File: src/rtl/hazard_sequencer.sv
// hazard_sequencer: pipeline stall/flush/redirect controller with saturating perf counters.
// Define MUL_STALL_EN to enable the multi-cycle multiply freeze (MUL_WAIT state).
module hazard_sequencer #(
    parameter  int unsigned MUL_LAT = 3,
    localparam int unsigned OP_W    = 6,
    localparam int unsigned REG_W   = 5,
    localparam int unsigned SEL_W   = 2,
    localparam int unsigned CNT_W   = 16
) (
    input  logic             clk_i,
    input  logic             rst_i,
    input  logic [OP_W-1:0]  ID_op_i,
    input  logic [REG_W-1:0] ID_rs_i,
    input  logic [REG_W-1:0] ID_rt_i,
    input  logic [SEL_W-1:0] PC_ctrl_i,
    input  logic             is_equal_i,
    input  logic             EX_mem_read_i,
    input  logic             EX_reg_we_i,
    input  logic [REG_W-1:0] EX_dst_i,
    input  logic             EX_is_mul_i,
    output logic             PC_we_o,
    output logic             IF_ID_we_o,
    output logic             ID_EX_we_o,
    output logic             IF_flush_o,
    output logic             ID_EX_bubble_o,
    output logic             EX_MEM_bubble_o,
    output logic [SEL_W-1:0] PC_sel_o,
    output logic             mul_busy_o,
    output logic [CNT_W-1:0] stall_cnt_o,
    output logic [CNT_W-1:0] flush_cnt_o
);

    localparam logic [OP_W-1:0] R_OP    = 6'h00;
    localparam logic [OP_W-1:0] J_OP    = 6'h02;
    localparam logic [OP_W-1:0] BEQ_OP  = 6'h04;
    localparam logic [OP_W-1:0] ADDI_OP = 6'h08;
    localparam logic [OP_W-1:0] MUL_OP  = 6'h1C;
    localparam logic [OP_W-1:0] LW_OP   = 6'h23;
    localparam logic [OP_W-1:0] SW_OP   = 6'h2B;

    localparam logic [SEL_W-1:0] SEL_SEQ    = 2'b00;
    localparam logic [SEL_W-1:0] SEL_BRANCH = 2'b01;
    localparam logic [SEL_W-1:0] SEL_JUMP   = 2'b10;
    localparam logic [SEL_W-1:0] CTRL_JUMP   = 2'b10;
    localparam logic [SEL_W-1:0] CTRL_BRANCH = 2'b11;

`ifdef MUL_STALL_EN
    localparam int unsigned     MCNT_W   = 4;
    localparam logic [MCNT_W-1:0] MUL_LOAD = MCNT_W'(MUL_LAT - 2);

    typedef enum logic [1:0] {INIT = 2'd0, RUN = 2'd1, MUL_WAIT = 2'd2} state_t;

    logic [MCNT_W-1:0] cnt_q, cnt_d;
    logic              mul_done_q, mul_done_d;
    logic              mul_start;
`else
    typedef enum logic [1:0] {INIT = 2'd0, RUN = 2'd1} state_t;

    logic mul_unused;
    assign mul_unused = EX_is_mul_i & (MUL_LAT != 0);
`endif

    state_t state_q, state_d;
    logic   uses_rs, uses_rt, dst_match, load_use, branch_haz;

    // Which source fields the ID instruction actually reads; unknown opcodes read none.
    always_comb begin
        uses_rs = 1'b0;
        uses_rt = 1'b0;
        case (ID_op_i)
            R_OP, MUL_OP, BEQ_OP, SW_OP: begin
                uses_rs = 1'b1;
                uses_rt = 1'b1;
            end
            ADDI_OP, LW_OP: uses_rs = 1'b1;
            J_OP:           uses_rs = 1'b0;
            default:        uses_rs = 1'b0;
        endcase
    end

    assign dst_match  = (EX_dst_i != '0)
                      && ((uses_rs && (EX_dst_i == ID_rs_i)) || (uses_rt && (EX_dst_i == ID_rt_i)));
    assign load_use   = EX_mem_read_i && dst_match;
    assign branch_haz = (PC_ctrl_i == CTRL_BRANCH) && EX_reg_we_i && dst_match;

`ifdef MUL_STALL_EN
    assign mul_start = EX_is_mul_i && !mul_done_q && (MUL_LAT > 1);
`endif

    // Next state and combinational pipeline controls, highest-priority event first.
    always_comb begin
        state_d         = state_q;
        PC_we_o         = 1'b1;
        IF_ID_we_o      = 1'b1;
        ID_EX_we_o      = 1'b1;
        IF_flush_o      = 1'b0;
        ID_EX_bubble_o  = 1'b0;
        EX_MEM_bubble_o = 1'b0;
        PC_sel_o        = SEL_SEQ;
        mul_busy_o      = 1'b0;
`ifdef MUL_STALL_EN
        cnt_d      = cnt_q;
        mul_done_d = mul_done_q;
`endif
        unique case (state_q)
            INIT: begin
                IF_flush_o     = 1'b1;
                ID_EX_bubble_o = 1'b1;
                state_d        = RUN;
            end
            RUN: begin
`ifdef MUL_STALL_EN
                if (mul_start) begin
                    PC_we_o         = 1'b0;
                    IF_ID_we_o      = 1'b0;
                    ID_EX_we_o      = 1'b0;
                    EX_MEM_bubble_o = 1'b1;
                    mul_busy_o      = 1'b1;
                    // A two-cycle multiply is fully covered by this single frozen cycle.
                    if (MUL_LAT == 2) begin
                        mul_done_d = 1'b1;
                    end else begin
                        cnt_d   = MUL_LOAD;
                        state_d = MUL_WAIT;
                    end
                end else
`endif
                if (load_use || branch_haz) begin
                    PC_we_o        = 1'b0;
                    IF_ID_we_o     = 1'b0;
                    ID_EX_bubble_o = 1'b1;
                end else if (PC_ctrl_i == CTRL_JUMP) begin
                    PC_sel_o   = SEL_JUMP;
                    IF_flush_o = 1'b1;
                end else if ((PC_ctrl_i == CTRL_BRANCH) && is_equal_i) begin
                    PC_sel_o   = SEL_BRANCH;
                    IF_flush_o = 1'b1;
                end
            end
`ifdef MUL_STALL_EN
            // Counter holds the remaining frozen cycles including this one.
            MUL_WAIT: begin
                PC_we_o         = 1'b0;
                IF_ID_we_o      = 1'b0;
                ID_EX_we_o      = 1'b0;
                EX_MEM_bubble_o = 1'b1;
                mul_busy_o      = 1'b1;
                cnt_d           = cnt_q - MCNT_W'(1);
                if (cnt_q <= MCNT_W'(1)) begin
                    cnt_d      = '0;
                    mul_done_d = 1'b1;
                    state_d    = RUN;
                end
            end
`endif
            default: state_d = INIT;
        endcase
`ifdef MUL_STALL_EN
        if (ID_EX_we_o) begin
            mul_done_d = 1'b0;
        end
`endif
    end

    always_ff @(posedge clk_i or posedge rst_i) begin
        if (rst_i) begin
            state_q <= INIT;
`ifdef MUL_STALL_EN
            cnt_q      <= '0;
            mul_done_q <= 1'b0;
`endif
        end else begin
            state_q <= state_d;
`ifdef MUL_STALL_EN
            cnt_q      <= cnt_d;
            mul_done_q <= mul_done_d;
`endif
        end
    end

    // Saturating performance counters; the INIT flush is not a pipeline event.
    always_ff @(posedge clk_i or posedge rst_i) begin
        if (rst_i) begin
            stall_cnt_o <= '0;
            flush_cnt_o <= '0;
        end else begin
            if (!PC_we_o && !(&stall_cnt_o)) begin
                stall_cnt_o <= stall_cnt_o + CNT_W'(1);
            end
            if (IF_flush_o && (state_q != INIT) && !(&flush_cnt_o)) begin
                flush_cnt_o <= flush_cnt_o + CNT_W'(1);
            end
        end
    end

endmodule
File: config.mk
export PLATFORM = sky130hd
export DESIGN_NAME = hazard_sequencer
export DESIGN_NICKNAME = d
export VERILOG_FILES = /design/src/rtl/hazard_sequencer.sv
export SDC_FILE = /design/constraint.sdc
export NUM_CORES = 1
export LEC_CHECK = 0
export ABC_CLOCK_PERIOD_IN_PS = 2900
export CAP_MARGIN = 20
export CORE_UTILIZATION = 45
export DETAILED_ROUTE_END_ITERATION = 12
export PLACE_DENSITY = 0.79
export SETUP_SLACK_MARGIN = 0.4
export SLEW_MARGIN = 20
export SYNTH_ARGS = -nofsm -noshare
export SYNTH_HDL_FRONTEND = slang
export SYNTH_SLANG_ARGS = --single-unit
File: constraint.sdc
create_clock -name clk_i -period 2.9 [get_ports clk_i]
set_clock_uncertainty 0.15 [all_clocks]
set_input_delay 0.58 -clock clk_i [delete_from_list [all_inputs] [get_ports clk_i]]
set_output_delay 0.58 -clock clk_i [all_outputs]
set_load 0.02 [all_outputs]
==> results.sh <==
export IMPL_yosysMostFrequentCell="dfrtp_1"
export IMPL_path_max_fanout=4
export IMPL_design_die_area_um2=4540
export IMPL_die_w_um=67.4
export IMPL_worstSkewPairLatency_ns=0.28
export IMPL_pin_count=70
export IMPL_max_cap_violations=0
export IMPL_fin_cells=333
export IMPL_tightest_slew_ns=1.04
export IMPL_tritoncts="done"
export IMPL_reg2reg_from="stall_cnt_o[5]"
export IMPL_vias=1764
export IMPL_drive_above_1_share_pct=22.6
export IMPL_async_flop_share_pct=100
export IMPL_wl_per_cell_um=14.7
export IMPL_synth_common_cells="33 x dfrtp_1, 20 x nand3_1, 20 x xnor2_1, 18 x xor2_1, 16 x nand2_1"
export IMPL_antenna_found_initial=0
export IMPL_routed_top_layer="met4"
export IMPL_die_h_um=67.4
export IMPL_syn_area_um2=1930
export IMPL_crit_start="ID_op_i[1]"
export IMPL_ys_warn_count=0
export IMPL_synth_edff_count=0
export IMPL_nNetsFinal=314
export IMPL_wl_met3_um=334
export IMPL_core_um2=4060
export IMPL_place_gp_congestion=0.764
export IMPL_grt_overflow=0
export IMPL_synth_avg_cell_area_um2=9.82
export IMPL_relSlewSlack_pct=30.4
export IMPL_clock_path_buffers=2
export IMPL_drc=0
export IMPL_status="finished clean"
export IMPL_place_inst=321
export IMPL_clock_fmax_mhz=357
export IMPL_start_kind="input pin"
export IMPL_power_leakage_uw=0.00129
export IMPL_path_buf_inv=2
export IMPL_hold_violations=0
export IMPL_yosys_area_top_type="dfrtp_1"
export IMPL_ys_types=36
export IMPL_grt_usage_pct=21.0
export IMPL_yosysTopAreaCellShare_pct=42.9
export IMPL_grt_pass1_vias=1611
export IMPL_m1WireLength_um=2230
export IMPL_worst_setup_path_type="in2out"
export IMPL_grt_pass1_wl_um=7110
export IMPL_synth_main_ff_cell="dfrtp_1"
export IMPL_cp_arrival_ns=2.07
export IMPL_routed_wl_um=4890
export IMPL_crit_chain="buf_2 -> nor3_1 -> o21ai_2 -> a2111oi_4 -> o21ai_2 -> nand2_2 -> nor3b_2 -> buf_4"
export IMPL_dpl_hpwl_um=3290
export IMPL_cp_required_ns=2.17
export IMPL_syn_inst=196
export IMPL_hold_class="reg2reg"
export IMPL_peakVddDrop_mv=0.370
export IMPL_antenna_cells=0
export IMPL_rsz0062_at_grt="yes"
export IMPL_ys_seq_elements=33
export IMPL_period_share_pct=96.5
export IMPL_tns_ns=0
export IMPL_cp_top_family="compound AO/OA/AOI/OAI gates"
export IMPL_finalCriticalPeriod_ns=2.80
export IMPL_place_port_buffers=65
export IMPL_power_density_nw_per_um2=417
export IMPL_dr_wl_met2_um=2270
export IMPL_cts_buffers=5
export IMPL_drt_iter0_markers=44
export IMPL_synth_yosys_seq_area_share_pct=42.9
export IMPL_slew_viol_final=0
export IMPL_rows=23
export IMPL_cpPeakStageDelay_ns=0.41
export IMPL_synth_area_leaders="dfrtp_1 43%, xnor2_1 9.1%, xor2_1 8.2%"
export IMPL_start_util_pct=47.5
export IMPL_first_pass_iters=4
export IMPL_cpMostUsedCell="o21ai_2"
export IMPL_grt_max_degree=34
export IMPL_avgViaCountPerCell=5.30
export IMPL_h_tree_depth=2
export IMPL_cp_slowest_cell="a2111oi_4"
export IMPL_setup_viol=0
export IMPL_area_delta_synth_final_pct=54.8
export IMPL_clkTransAtPathRegs_ns=0.06
export IMPL_min_from="flush_cnt_o[8]"
export IMPL_endpoint_kind="output pin"
export IMPL_drt_antenna_violating_nets=0
export IMPL_clock_sinks=33
export IMPL_clockRootBuffer="clkbuf_8"
layout by cell type, fill, tap and decap left out, types with 5 or more instances in the layout:
master,netlist,layout
xor2_1,18,14
nand2_1,16,12
buf_4,4,22
clkbuf_8,0,6
nor2_1,9,9
nand4_1,9,9
xnor2_1,20,20
nand3_1,20,20
dfrtp_1,33,33
inv_1,5,5
clkdlybuf4s50_1,0,42
nor3_1,14,13
dlygate4sd2_1,0,10
cell families after synthesis:
logic type / after synthesis / share of synthesized area, %
buf+inv: 13 / 3.77
fa+ha+maj: 2 / 1.30
flops: 33 / 42.9
mux: 4 / 2.34
simple gates: 93 / 27.2
other cells: 2 / 0.390
xor+xnor: 38 / 17.3
compound gates: 11 / 4.81
power breakdown:
group          total, uW  internal (uW)  switching, uW  leakage, uW
clock                350            188            162    0.0000443
sequential           568            502           65.4     0.000449
combinational        326            166            160     0.000799
stage by stage:
stage          util (%)  hold slack, ns  total power, uW  cell area [um^2]  worst slack (ns)
6_report           73.5           0.347             1240              2980             0.102
5_1_grt            73.5           0.357             1310              2980           0.00793
2_1_floorplan         -           0.443              722              1960             0.147
3_3_place_gp       67.3           0.327              887              2730            -0.633
4_1_cts            70.0           0.349             1240              2840            0.0227
3_5_place_dp       67.3           0.337              894              2730            -0.658
timing repair:
| action | 4_1_cts | 5_1_grt |
|---|---|---|
| resized for setup | 69 | 20 |
| hold buffers | 0 | 0 |
| gates cloned | 0 | 1 |
| pin swaps | 17 | 15 |
| setup buffers | 2 | 2 |
| endpoints found under the setup margin | 36 | 23 |
worst paths after layout:
| check | slack, ns | depth (start not counted) | to |
|---|---|---|---|
| max in group asynchronous | 1.75 | 3 | stall_cnt_o[5] |
| worst max-delay path | 0.10 | 8 | PC_sel_o[1] |
| worst max register to register | 0.22 | 5 | stall_cnt_o[1] |
| worst min register to register | 0.35 | 1 | flush_cnt_o[8] |
| worst min-delay path | 0.35 | 1 | flush_cnt_o[8] |
| min in group asynchronous | 0.54 | 3 | flush_cnt_o[1] |
registers in the layout, summed over array words and instances (netlist names):
name and count:
stall_cnt_o 16, state_q 1, flush_cnt_o 16
layer usage:
| layer | global-route usage, % | vias to the layer above |
|---|---|---|
| li1 | - | 858 |
| met1 | 28.0 | 842 |
| met5 | 0 | - |
| met4 | 7.98 | 0 |
| met3 | 3.21 | 5 |
| met2 | 34.1 | 59 |
area by class of cell:
class | instances | area (um^2)
tap | 50 | 62.6
inverter | 5 | 18.8
clock buffer | 7 | 86.3
fill | 287 | 1080
multi-input combinational | 152 | 1180
timing repair buffer | 86 | 803
sequential | 33 | 826
(Power assumes the default switching activity.)
